### config.mk
export PLATFORM = sky130hd
export DESIGN_NAME = prach_fft_frame_ctrl
export DESIGN_NICKNAME = d
export VERILOG_FILES = /design/src/rtl/prach_fft_frame_ctrl.sv
export SDC_FILE = /design/constraint.sdc
export NUM_CORES = 1
export LEC_CHECK = 0
export CAP_MARGIN = 20
export CELL_PAD_IN_SITES_DETAIL_PLACEMENT = 0
export CELL_PAD_IN_SITES_GLOBAL_PLACEMENT = 1
export CORE_MARGIN = 10
export CORE_UTILIZATION = 50
export DETAILED_ROUTE_END_ITERATION = 12
export DONT_BUFFER_PORTS = 1
export MAX_ROUTING_LAYER = met4
export PLACE_DENSITY = 0.79
export SETUP_SLACK_MARGIN = 0.5
export SLEW_MARGIN = 20
export SYNTH_ARGS = -nofsm -noshare
export SYNTH_HDL_FRONTEND = slang
export SYNTH_SLANG_ARGS = --single-unit
### constraint.sdc
create_clock -name clk -period 4.65 [get_ports clk]
set_input_delay 1.395 -clock clk [delete_from_list [all_inputs] [get_ports clk]]
set_output_delay 1.395 -clock clk [all_outputs]
set_load 0.02 [all_outputs]
### src/rtl/prach_fft_frame_ctrl.sv
// PRACH FFT frame controller.
// Splits a burst of cfg_num_frames frames of NUM_FFT_LENGTH samples each out of a
// sample stream. It passes the samples through a two-stage pipeline and marks each
// frame start with sync_ahead_out and sync_out. At the end of the burst it drains
// for NUM_FLUSH cycles and then pulses done.
//
// Ports
//   clk, rst              clock; asynchronous active-high reset
//   start, cfg_num_frames burst request; frame count sampled when start is accepted
//   din_dr/din_di/din_dv  input sample (real, imag) and valid
//   dout_dr/dout_di/dout_dv output sample, two cycles after input
//   sync_ahead_out        one cycle before sync_out
//   sync_out              first output sample of a frame
//   tw_addr               frame sample index mod NUM_FFT_LENGTH/2, aligned with dout
//   busy                  burst in progress (ARM/RUN/FLUSH)
//   done, err_overrun, err_gap  single-cycle status pulses
module prach_fft_frame_ctrl #(
  parameter int unsigned NUM_FFT_LENGTH = 64,
  parameter int unsigned NUM_FLUSH      = 8
) (
  input  logic                              clk,
  input  logic                              rst,
  input  logic                              start,
  input  logic [7:0]                        cfg_num_frames,
  input  logic [17:0]                       din_dr,
  input  logic [17:0]                       din_di,
  input  logic                              din_dv,
  output logic [17:0]                       dout_dr,
  output logic [17:0]                       dout_di,
  output logic                              dout_dv,
  output logic                              sync_out,
  output logic                              sync_ahead_out,
  output logic [$clog2(NUM_FFT_LENGTH)-2:0] tw_addr,
  output logic                              busy,
  output logic                              done,
  output logic                              err_overrun,
  output logic                              err_gap
);

  localparam int unsigned CW = $clog2(NUM_FFT_LENGTH);
  localparam int unsigned FW = (NUM_FLUSH > 1) ? $clog2(NUM_FLUSH) : 1;
  localparam logic [CW-1:0] CNT_LAST   = CW'(NUM_FFT_LENGTH - 1);
  localparam logic [FW-1:0] FLUSH_LAST = FW'(NUM_FLUSH - 1);

  typedef enum logic [1:0] {StIdle, StArm, StRun, StFlush} state_t;

  state_t        state;
  logic [CW-1:0] cnt;
  logic [7:0]    frames_left;
  logic [FW-1:0] flush_cnt;

  // Pipeline stage 1; sync_ahead_out doubles as the stage-1 frame-start flag.
  logic [17:0]   s1_dr;
  logic [17:0]   s1_di;
  logic          s1_dv;
  logic [CW-2:0] s1_tw;

  logic accept;
  logic first_smp;

  assign accept    = din_dv && ((state == StArm) || (state == StRun));
  // In ARM the counter is always 0, so a zero count marks frame index 0 in both states.
  assign first_smp = (cnt == '0);

  always_ff @(posedge clk or posedge rst) begin
    if (rst) begin
      state          <= StIdle;
      cnt            <= '0;
      frames_left    <= '0;
      flush_cnt      <= '0;
      s1_dr          <= '0;
      s1_di          <= '0;
      s1_dv          <= 1'b0;
      s1_tw          <= '0;
      dout_dr        <= '0;
      dout_di        <= '0;
      dout_dv        <= 1'b0;
      sync_out       <= 1'b0;
      sync_ahead_out <= 1'b0;
      tw_addr        <= '0;
      busy           <= 1'b0;
      done           <= 1'b0;
      err_overrun    <= 1'b0;
      err_gap        <= 1'b0;
    end else begin
      done        <= 1'b0;
      err_gap     <= 1'b0;
      err_overrun <= start && busy;

      // Stage 1: only accepted samples are captured.
      s1_dv          <= accept;
      sync_ahead_out <= accept && first_smp;
      if (accept) begin
        s1_dr <= din_dr;
        s1_di <= din_di;
        s1_tw <= cnt[CW-2:0];
      end

      // Stage 2: dout holds its last value when nothing valid arrives.
      dout_dv  <= s1_dv;
      sync_out <= sync_ahead_out;
      tw_addr  <= s1_dv ? s1_tw : '0;
      if (s1_dv) begin
        dout_dr <= s1_dr;
        dout_di <= s1_di;
      end

      unique case (state)
        StIdle: begin
          if (start && (cfg_num_frames != '0)) begin
            frames_left <= cfg_num_frames;
            cnt         <= '0;
            state       <= StArm;
            busy        <= 1'b1;
          end
        end
        StArm: begin
          if (din_dv) begin
            cnt   <= CW'(1);
            state <= StRun;
          end
        end
        StRun: begin
          if (din_dv) begin
            if (cnt == CNT_LAST) begin
              cnt         <= '0;
              frames_left <= frames_left - 8'd1;
              if (frames_left == 8'd1) begin
                state     <= StFlush;
                flush_cnt <= '0;
              end
            end else begin
              cnt <= cnt + CW'(1);
            end
          end else if (cnt != '0) begin
            // Gap inside a frame: drop the rest of it and wait for a fresh frame start.
            err_gap <= 1'b1;
            cnt     <= '0;
            state   <= StArm;
          end
        end
        StFlush: begin
          if (flush_cnt == FLUSH_LAST) begin
            done  <= 1'b1;
            busy  <= 1'b0;
            state <= StIdle;
          end else begin
            flush_cnt <= flush_cnt + FW'(1);
          end
        end
        default: state <= StIdle;
      endcase
    end
  end

endmodule

==> impl_results.md <==
- Post-synth EDFFs: 0
- Die ar.: 0.0136 mm²
- Async SR Flop Fraction: 1.00
- Drt wl/cell: 20.1 µm
- H-tree Lvls: 3
- Fmax: 361 MHz
- Core ar.: 0.00920 mm²
- Status: completed
- Final Max Slew Viols: 0
- GRT overflow: 0
- CTS tree: done
- 1st-pass router iterations: 4
- Layout Skew: 0.0146 ns
- Worst skew pair latency: 0.37 ns
- Row cnt: 35
- Synth-to-layout area growth: 6.94%
- Metal3 WL: 863 µm
- Met2 WL: 4.45 mm
- Clk pwr share: 0.173
- Vias in the first global route: 2916
- Worst hold path class: reg2reg
- Power, Total: 3.63 mW
- GPL Wtd Cong: 0.838
- Top cells by count, synth: dfrtp_1, mux2_2, o21ai_0
- # Post-CTS Setup Buffers: 0
- Synth top area share: 0.582
- Final Hold Vio Count: 0
- Clock transition at path regs: 0.12 ns
- Combinational power share: 0.301
- Arr. time, crit path: 3.07 ns
- WS Path Type: in2reg
- Worst Setup Start Kind: input pin
- Reg2reg setup slack: 1.95 ns
- Ys Warns: 0
- Crit path time final: 2.77 ns
- Syn_nets: 420
- WL final: 9.57 mm
- Critical path endpoint category: flip-flop
- Seq cells post-synth: 109
- Top Ports: 96
- Max layer used: met4
- CTS root buffer: clkbuf_8
- Final setup violating endpoints: 0
- Pre-CTS WS: 1.45 ns
- Synth Flop Type: dfrtp_1
- Post-CTS sizing: 0
- Worst setup margin: 1.88 ns
- Total track usage: 0.150
- Req. time, crit path: 4.95 ns
- Pint: 2.23 mW
- # DRC: 0
- Max VDD drop: 0.000291 V
- DRT met1 WL: 4.16 mm
- CTS Buf Count: 9
- Worst-margin pin slew: 0.917 ns
- CP max FO: 26
- Post-synth top area cell: dfrtp_1
- Post-Syn Area per Cell: 12.9 µm²
- Hpwl dp: 6.76 mm
- Power Dens Cells: 724 mW/mm²
- Initial DRC count: 154
- Pin count of the biggest net entering global routing: 78
- Share of layout cells above drive strength 1: 0.279
- Part of the cycle the worst path needs: 0.596
- Net Sw Frac: 0.384
- Layout Cells excl Fill: 477
- Port Buf Inserts: 0
- Leakage: 2.16 nW
- Synth unique cells: 55
- Vias per inst: 5.87
- Post-Syn Area: 0.00468 mm²
- Cts hold-fix bufs: 0
- Sequential fraction of the synthesis area: 0.582
- Initial antenna violation count: 1
- Die width: 117 µm
- Reg power frac: 0.526
- Setup_tns: 0 ns
- # fillers: 774
- Sw Pwr: 1.39 mW
- Top post-synthesis cells by area: dfrtp_1, mux2_2, ha_1
- Slew HR: 0.389
- Total of max-cap violations: 0
- Worst-case clock buffer depth: 2
- Syn Inst Count: 362
- Initial Utilization: 0.509
- Nets: 418
- RSZ-0062 raised after global routing: false
- Placed insts: 460
- Count leader, synth: dfrtp_1
- Routed Antenna Nets: 0
- Clk sinks: 109
- First-pass GRT wire length: 15.6 mm
- DR vias: 2798
- Die height: 117 µm
[kinds of logic (layout without fill, tap and decap cells)]
logic type / count (synthesis) / after routing / synth area share
fa+ha+maj: 10 / 10 / 0.0267
compound gates: 56 / 56 / 0.0825
other cells: 0 / 1 / 0
buf+inv: 30 / 33 / 0.0280
mux: 77 / 77 / 0.185
simple gates: 80 / 80 / 0.0959
flops: 109 / 109 / 0.582
[metal layers]
metal	vias up	GRT usage
met1	1407	0.182
li1	1293	-
met3	9	0.0499
met4	0	0.0387
met2	89	0.235
met5	-	-
[cells in the final DEF (no fill, tap or decap), types with 5 or more instances in the layout]
master	synthesis	final
inv_1	15	14
nand2_1	14	14
dfrtp_1	109	108
nor2_1	15	15
o21ai_0	17	17
a21oi_1	9	9
nand3_1	5	5
and2_1	10	10
ha_1	10	10
clkbuf_8	0	9
mux2_2	75	75
[power by group through the flow]
stage                     Sequential (mW)  Combinational [mW]  Clock [mW]
final                                1.91                1.09       0.629
after global routing                 1.98                1.22       0.698
after CTS                            1.92                1.10       0.647
after detailed placement             1.94                1.10           0
after global placement               1.92                1.06           0
after floorplan                      1.77               0.999           0
[registers in the layout, indices dropped and copies added, names as in the netlist, 2 cells and up]
| signal | cells |
|---|---|
| s1_tw | 5 |
| state | 2 |
| cnt | 6 |
| dout_di | 18 |
| dout_dr | 18 |
| s1_di | 18 |
| frames_left | 8 |
| tw_addr | 5 |
| s1_dr | 18 |
| flush_cnt | 3 |
[worst max-delay path, stage by stage]
cell,delay [ns]
nand2_1,0.03
buf_4,0.23
inv_1,0.67
nand2_1,0.24
or3_1,0.36
o21ai_0,0.13
[worst paths after layout]
check	startpoint	end	cells after the start
max in group asynchronous	rst	dout_di[11]$_DFFE_PP0P_	2
worst min-delay path	s1_tw[1]$_DFFE_PP0N_	tw_addr[1]$_DFF_PP0_	1
min in group asynchronous	rst	s1_dr[2]$_DFFE_PP0N_	1
worst max register to register	state[0]$_DFFE_PP0P_	cnt[3]$_DFFE_PP0P_	7
worst max-delay path	din_dv	cnt[4]$_DFFE_PP0P_	6
worst min register to register	s1_tw[1]$_DFFE_PP0N_	tw_addr[1]$_DFF_PP0_	1
[metrics by stage]
step	hold WS (ns)	utilization	instance area (µm²)
CTS	0.492	0.544	5010
finish	0.486	0.545	5010
detailed placement	0.467	0.520	4780
global route	0.518	0.545	5010
floorplan	0.352	-	4690
global placement	0.458	0.520	4780
[layout make-up]
| class | count | area (µm²) | area share |
|---|---|---|---|
| Inverter | 15 | 60.1 | 0.0120 |
| Clock inverter | 7 | 103 | 0.0205 |
| Antenna cell | 1 | 2.50 | 0.000500 |
| Timing Repair Buffer | 2 | 27.5 | 0.00549 |
| Tap cell | 111 | 139 | 0.0277 |
| Multi-Input combinational cell | 223 | 1830 | 0.364 |
| Sequential cell | 109 | 2730 | 0.545 |
| Clock buffer | 9 | 124 | 0.0247 |
(Power assumes the default switching activity.)
==> RTL change 1 (same settings) <==
Add an input register stage for `start`, `cfg_num_frames`, `din_dr`, `din_di` and `din_dv`, without a reset; this delays them by one clock.
--- a/src/rtl/prach_fft_frame_ctrl.sv
+++ b/src/rtl/prach_fft_frame_ctrl.sv
@@ -44,6 +44,20 @@
 
   typedef enum logic [1:0] {StIdle, StArm, StRun, StFlush} state_t;
 
+  logic start_q;
+  logic [7:0] cfg_num_frames_q;
+  logic [17:0] din_dr_q;
+  logic [17:0] din_di_q;
+  logic din_dv_q;
+
+  always_ff @(posedge clk) begin
+    start_q          <= start;
+    cfg_num_frames_q <= cfg_num_frames;
+    din_dr_q         <= din_dr;
+    din_di_q         <= din_di;
+    din_dv_q         <= din_dv;
+  end
+
   state_t        state;
   logic [CW-1:0] cnt;
   logic [7:0]    frames_left;
@@ -58,7 +72,7 @@
   logic accept;
   logic first_smp;
 
-  assign accept    = din_dv && ((state == StArm) || (state == StRun));
+  assign accept    = din_dv_q && ((state == StArm) || (state == StRun));
   // In ARM the counter is always 0, so a zero count marks frame index 0 in both states.
   assign first_smp = (cnt == '0);
 
@@ -85,14 +99,14 @@
     end else begin
       done        <= 1'b0;
       err_gap     <= 1'b0;
-      err_overrun <= start && busy;
+      err_overrun <= start_q && busy;
 
       // Stage 1: only accepted samples are captured.
       s1_dv          <= accept;
       sync_ahead_out <= accept && first_smp;
       if (accept) begin
-        s1_dr <= din_dr;
-        s1_di <= din_di;
+        s1_dr <= din_dr_q;
+        s1_di <= din_di_q;
         s1_tw <= cnt[CW-2:0];
       end
 
@@ -107,21 +121,21 @@
 
       unique case (state)
         StIdle: begin
-          if (start && (cfg_num_frames != '0)) begin
-            frames_left <= cfg_num_frames;
+          if (start_q && (cfg_num_frames_q != '0)) begin
+            frames_left <= cfg_num_frames_q;
             cnt         <= '0;
             state       <= StArm;
             busy        <= 1'b1;
           end
         end
         StArm: begin
-          if (din_dv) begin
+          if (din_dv_q) begin
             cnt   <= CW'(1);
             state <= StRun;
           end
         end
         StRun: begin
-          if (din_dv) begin
+          if (din_dv_q) begin
             if (cnt == CNT_LAST) begin
               cnt         <= '0;
               frames_left <= frames_left - 8'd1;
Check against the original RTL: not equivalent (a bounded check fails within 4 cycles, from zero or initial values and one cycle with rst high).
==> RTL change 1 against the original RTL <==
Power increased by 39%; setup slack improved by 0.15 ns; cell area increased by 29%; synthesized cell count increased by 9.7%; sequential cell count increased by 46; area after synthesis increased by 20%; routed wire length increased by 14%; clock power increased by 150%; largest power group unchanged; highest routed layer unchanged.
==> RTL change 1: results <==
{
  "status": "finished clean",
  "die_x_um": 126,
  "antenna_found_initial": 0,
  "dp_hpwl_mm": 7.46,
  "synth_cells": 397,
  "dr_wl_met2_mm": 5.61,
  "cts.path.max_buffers": 2,
  "hold_path_class": "reg -> reg",
  "r2r-end": "cnt[3]",
  "skew_ns": 0.00573,
  "synth-seq-area-share": 0.650,
  "synthArstFlopShare": 0.703,
  "muxShareOfSynthArea": 0.152,
  "insertion_delay_ns": 0.41,
  "crit_slowest_cell": "nand2_2",
  "critical_path.top_delay_family": "simple AND/OR/NAND/NOR gates",
  "synth_fa_ha_area_frac": 0.0223,
  "ir_drop_uv": 441,
  "crit_type": "reg -> reg",
  "cts-root-buf": "clkbuf_16",
  "synth_ff_type": "dfrtp_1",
  "synth-xor-area-share": 0,
  "htree_num_levels": 4,
  "drt-initial-drc-count": 218,
  "final_layout_size_suffix_gt1_frac": 0.281,
  "ys_top_cells_by_count": "dfrtp_1, mux2_2, dfxtp_1",
  "leakage_uw": 0.00274,
  "r2r_setup_slack_ns": 2.03,
  "placed_cells": 523,
  "grt_pass1_wl_mm": 18.2,
  "route.met3.wl_um": 590,
  "grt_pass1_vias": 3416,
  "place.port_buffers": 0,
  "gr-usage-all-layers": 0.147,
  "cp.arrival_ns": 2.97,
  "postPlaceCellArea_um2": 5750,
  "cts_resized": 0,
  "clkTransAtPathRegs_ns": 0.06,
  "cts_buffers": 17,
  "slew_headroom": 0.375,
  "gp_congestion": 0.823,
  "vias": 3135,
  "detail_route.wl_per_cell_um": 19.6,
  "n_antenna_cell": 0,
  "syn-num-nets": 455,
  "wl_met1_mm": 4.59,
  "postCtsSetupBuffers": 0,
  "crit_fanout": 40,
  "grt_start_max_net_pins": 60,
  "reg2regPathDepth": 7,
  "yosysWarningCount": 0,
  "critical-path-max-stage-delay_ns": 0.52,
  "critPathLaunch": "state[0]",
  "yosysUniqueCellTypes": 54,
  "wl_mm": 10.9,
  "synthTopCellsByArea": "dfrtp_1, dfxtp_1, mux2_2",
  "drtPass1Iterations": 4,
  "synth_compound_area_frac": 0.0869
}
RTL change 1: cells by family (layout without fill, tap and decap cells):
group / after synthesis / count (layout)
AO/OA/AOI/OAI: 61 / 61
AND/OR/NAND/NOR: 62 / 62
adder cells (fa/ha/maj): 10 / 10
buffers and inverters: 33 / 52
flip-flops: 155 / 155
multiplexers: 76 / 76
RTL change 1: cell type report:
class                           instances  area, um^2
Clock buffer                           22         474
Clock inverter                         10         211
Fill cell                             864        4480
Inverter                               18        71.3
Multi-Input combinational cell        209        1840
Sequential cell                       155        3650
Tap cell                              140         175
Timing Repair Buffer                    2        40.0
RTL change 1: routing by layer:
layer	vias to the layer above	global-route usage
li1	1452	-
met1	1592	0.168
met2	84	0.233
met3	7	0.0579
met4	0	0.0462
met5	-	-
RTL change 1: worst min-delay path by stage:
stage / cells after the start / to / from
floorplan: 0 / dout_dv / s1_dv
detailed placement: 1 / s1_dr[2] / din_dr_q[2]
global placement: 1 / s1_di[9] / din_di_q[9]
finish: 1 / s1_di[6] / din_di_q[6]
CTS: 1 / s1_dr[7] / din_dr_q[7]
global route: 1 / s1_dr[0] / din_dr_q[0]
RTL change 1: report_power, final:
group / switching (uW) / internal (uW) / total, uW
sequential: 580 / 1780 / 2360
clock: 511 / 1050 / 1560
combinational: 493 / 612 / 1100
RTL change 1: through the flow:
step	hold WS (ns)	total power (uW)	setup WS (ns)	utilization
after detailed placement	0.448	3510	2.01	0.526
final	0.460	5030	2.03	0.591
after CTS	0.464	5090	1.98	0.589
after global placement	0.444	3440	2.13	0.526
after global routing	0.473	5330	1.72	0.591
after floorplan	0.352	3210	1.94	-
==> RTL change 2 (same flow settings) <==
Without the edit above. Change the parameter `NUM_FFT_LENGTH` from 64 to 32.
--- a/src/rtl/prach_fft_frame_ctrl.sv
+++ b/src/rtl/prach_fft_frame_ctrl.sv
@@ -15,7 +15,7 @@
 //   busy                  burst in progress (ARM/RUN/FLUSH)
 //   done, err_overrun, err_gap  single-cycle status pulses
 module prach_fft_frame_ctrl #(
-  parameter int unsigned NUM_FFT_LENGTH = 64,
+  parameter int unsigned NUM_FFT_LENGTH = 32,
   parameter int unsigned NUM_FLUSH      = 8
 ) (
   input  logic                              clk,
Ports: changed (resized tw_addr); port bits go from 96 to 95. No check against the original RTL was run, so the function may have changed too.
==> RTL change 2 against the original RTL <==
Area after synthesis down 3.9%; sequential share of layout area barely moved; cell area fell by 2.7%; sequential cell count decreased by 3; power shrank 1.4%; clock power rose by 3%; utilization grew 1.2 points; routed wire length decreased by 8.5%; setup slack improved by 0.25 ns; via count decreased by 8.8%.
==> RTL change 2: results <==
{
  "synth_fa_ha_area_frac": 0.0334,
  "cts_resized": 0,
  "antenna_found_initial": 0,
  "wl_mm": 8.75,
  "worst-slew-pin-transition_ns": 0.895,
  "detail_route.wl_per_cell_um": 19.5,
  "crit_fanout": 10,
  "placed_cells": 432,
  "hold_start": "s1_tw[2]",
  "reg2regPathDepth": 6,
  "n_fill_cell": 750,
  "critical_path.top_delay_family": "compound AO/OA/AOI/OAI gates",
  "synth-seq-area-share": 0.589,
  "grt_pass1_wl_mm": 14.2,
  "grt_pass1_vias": 2681,
  "r2r-end": "cnt[3]",
  "r2r_setup_slack_ns": 2.37,
  "yosysUniqueCellTypes": 47,
  "synth_compound_area_frac": 0.0848,
  "synthArstFlopShare": 1.00,
  "synthTopCellsByArea": "dfrtp_1, mux2_2, mux2_1",
  "critPathLaunch": "cfg_num_frames[2]",
  "reg2reg_from": "state[1]",
  "gr-usage-all-layers": 0.138,
  "drt-initial-drc-count": 142,
  "ys_top_cells_by_count": "dfrtp_1, mux2_2, mux2_1, nand2_1, ha_1",
  "htree_num_levels": 3,
  "leakage_uw": 0.00208,
  "n_antenna_cell": 0,
  "grt_start_max_net_pins": 63,
  "gp_congestion": 0.768,
  "vias": 2551,
  "crit_slowest_cell": "or4_4",
  "dp_hpwl_mm": 6.24,
  "syn-num-nets": 394,
  "skew_ns": 0.0100,
  "status": "finished clean",
  "min_to": "tw_addr[2]",
  "postSynthAreaPerCell_um2": 13.5,
  "holdPathStages": 1,
  "critical-path-max-stage-delay_ns": 0.55,
  "muxShareOfSynthArea": 0.192,
  "layout.nets": 396,
  "final_layout_size_suffix_gt1_frac": 0.258,
  "ir_drop_uv": 250
}
[RTL change 2: cell types whose count changed after synthesis, sizes merged, moves of 4 or more]
cell	unedited run	this run
nor2	16	11
o21ai	19	14
a41oi	0	4
nand4	4	0
nor3b	1	5
[RTL change 2: per-layer routing]
layer  up-vias  global-route usage  wire [um]  share of wire
met5         -                   -          0              0
met2        55               0.225       4420           0.50
met1      1298               0.161       3630           0.41
li1       1190                   -          -              -
met3         8              0.0370        628          0.072
met4         0              0.0446         82         0.0094
[RTL change 2: through the flow]
| step | worst slack [ns] | hold WS [ns] | instance area, um^2 | power [uW] |
|---|---|---|---|---|
| 2_1_floorplan | 1.94 | 0.406 | 4510 | 2720 |
| 3_3_place_gp | 1.79 | 0.461 | 4610 | 2920 |
| 3_5_place_dp | 1.75 | 0.470 | 4610 | 2980 |
| 4_1_cts | 2.14 | 0.486 | 4850 | 3620 |
| 5_1_grt | 2.02 | 0.507 | 4880 | 3830 |
| 6_report | 2.13 | 0.483 | 4880 | 3570 |
[RTL change 2: power by group]
part | internal [uW] | switching [uW]
combinational | 575 | 460
sequential | 1340 | 553
clock | 318 | 330
[RTL change 2: area by class of cell]
cell class | count | area (um^2) | area share
inverters | 12 | 48.8 | 0.0100
clock inverters | 6 | 108 | 0.0221
multi-input cells | 203 | 1740 | 0.357
flip-flops and latches | 106 | 2650 | 0.544
well taps | 108 | 135 | 0.0277
repair buffers | 4 | 62.6 | 0.0128
clock buffers | 10 | 128 | 0.0262
[RTL change 2: cell families after synthesis]
logic type | after synthesis
flip-flops | 106
AND/OR/NAND/NOR | 64
multiplexers | 77
buffers and inverters | 25
AO/OA/AOI/OAI | 50
adder cells (fa/ha/maj) | 12
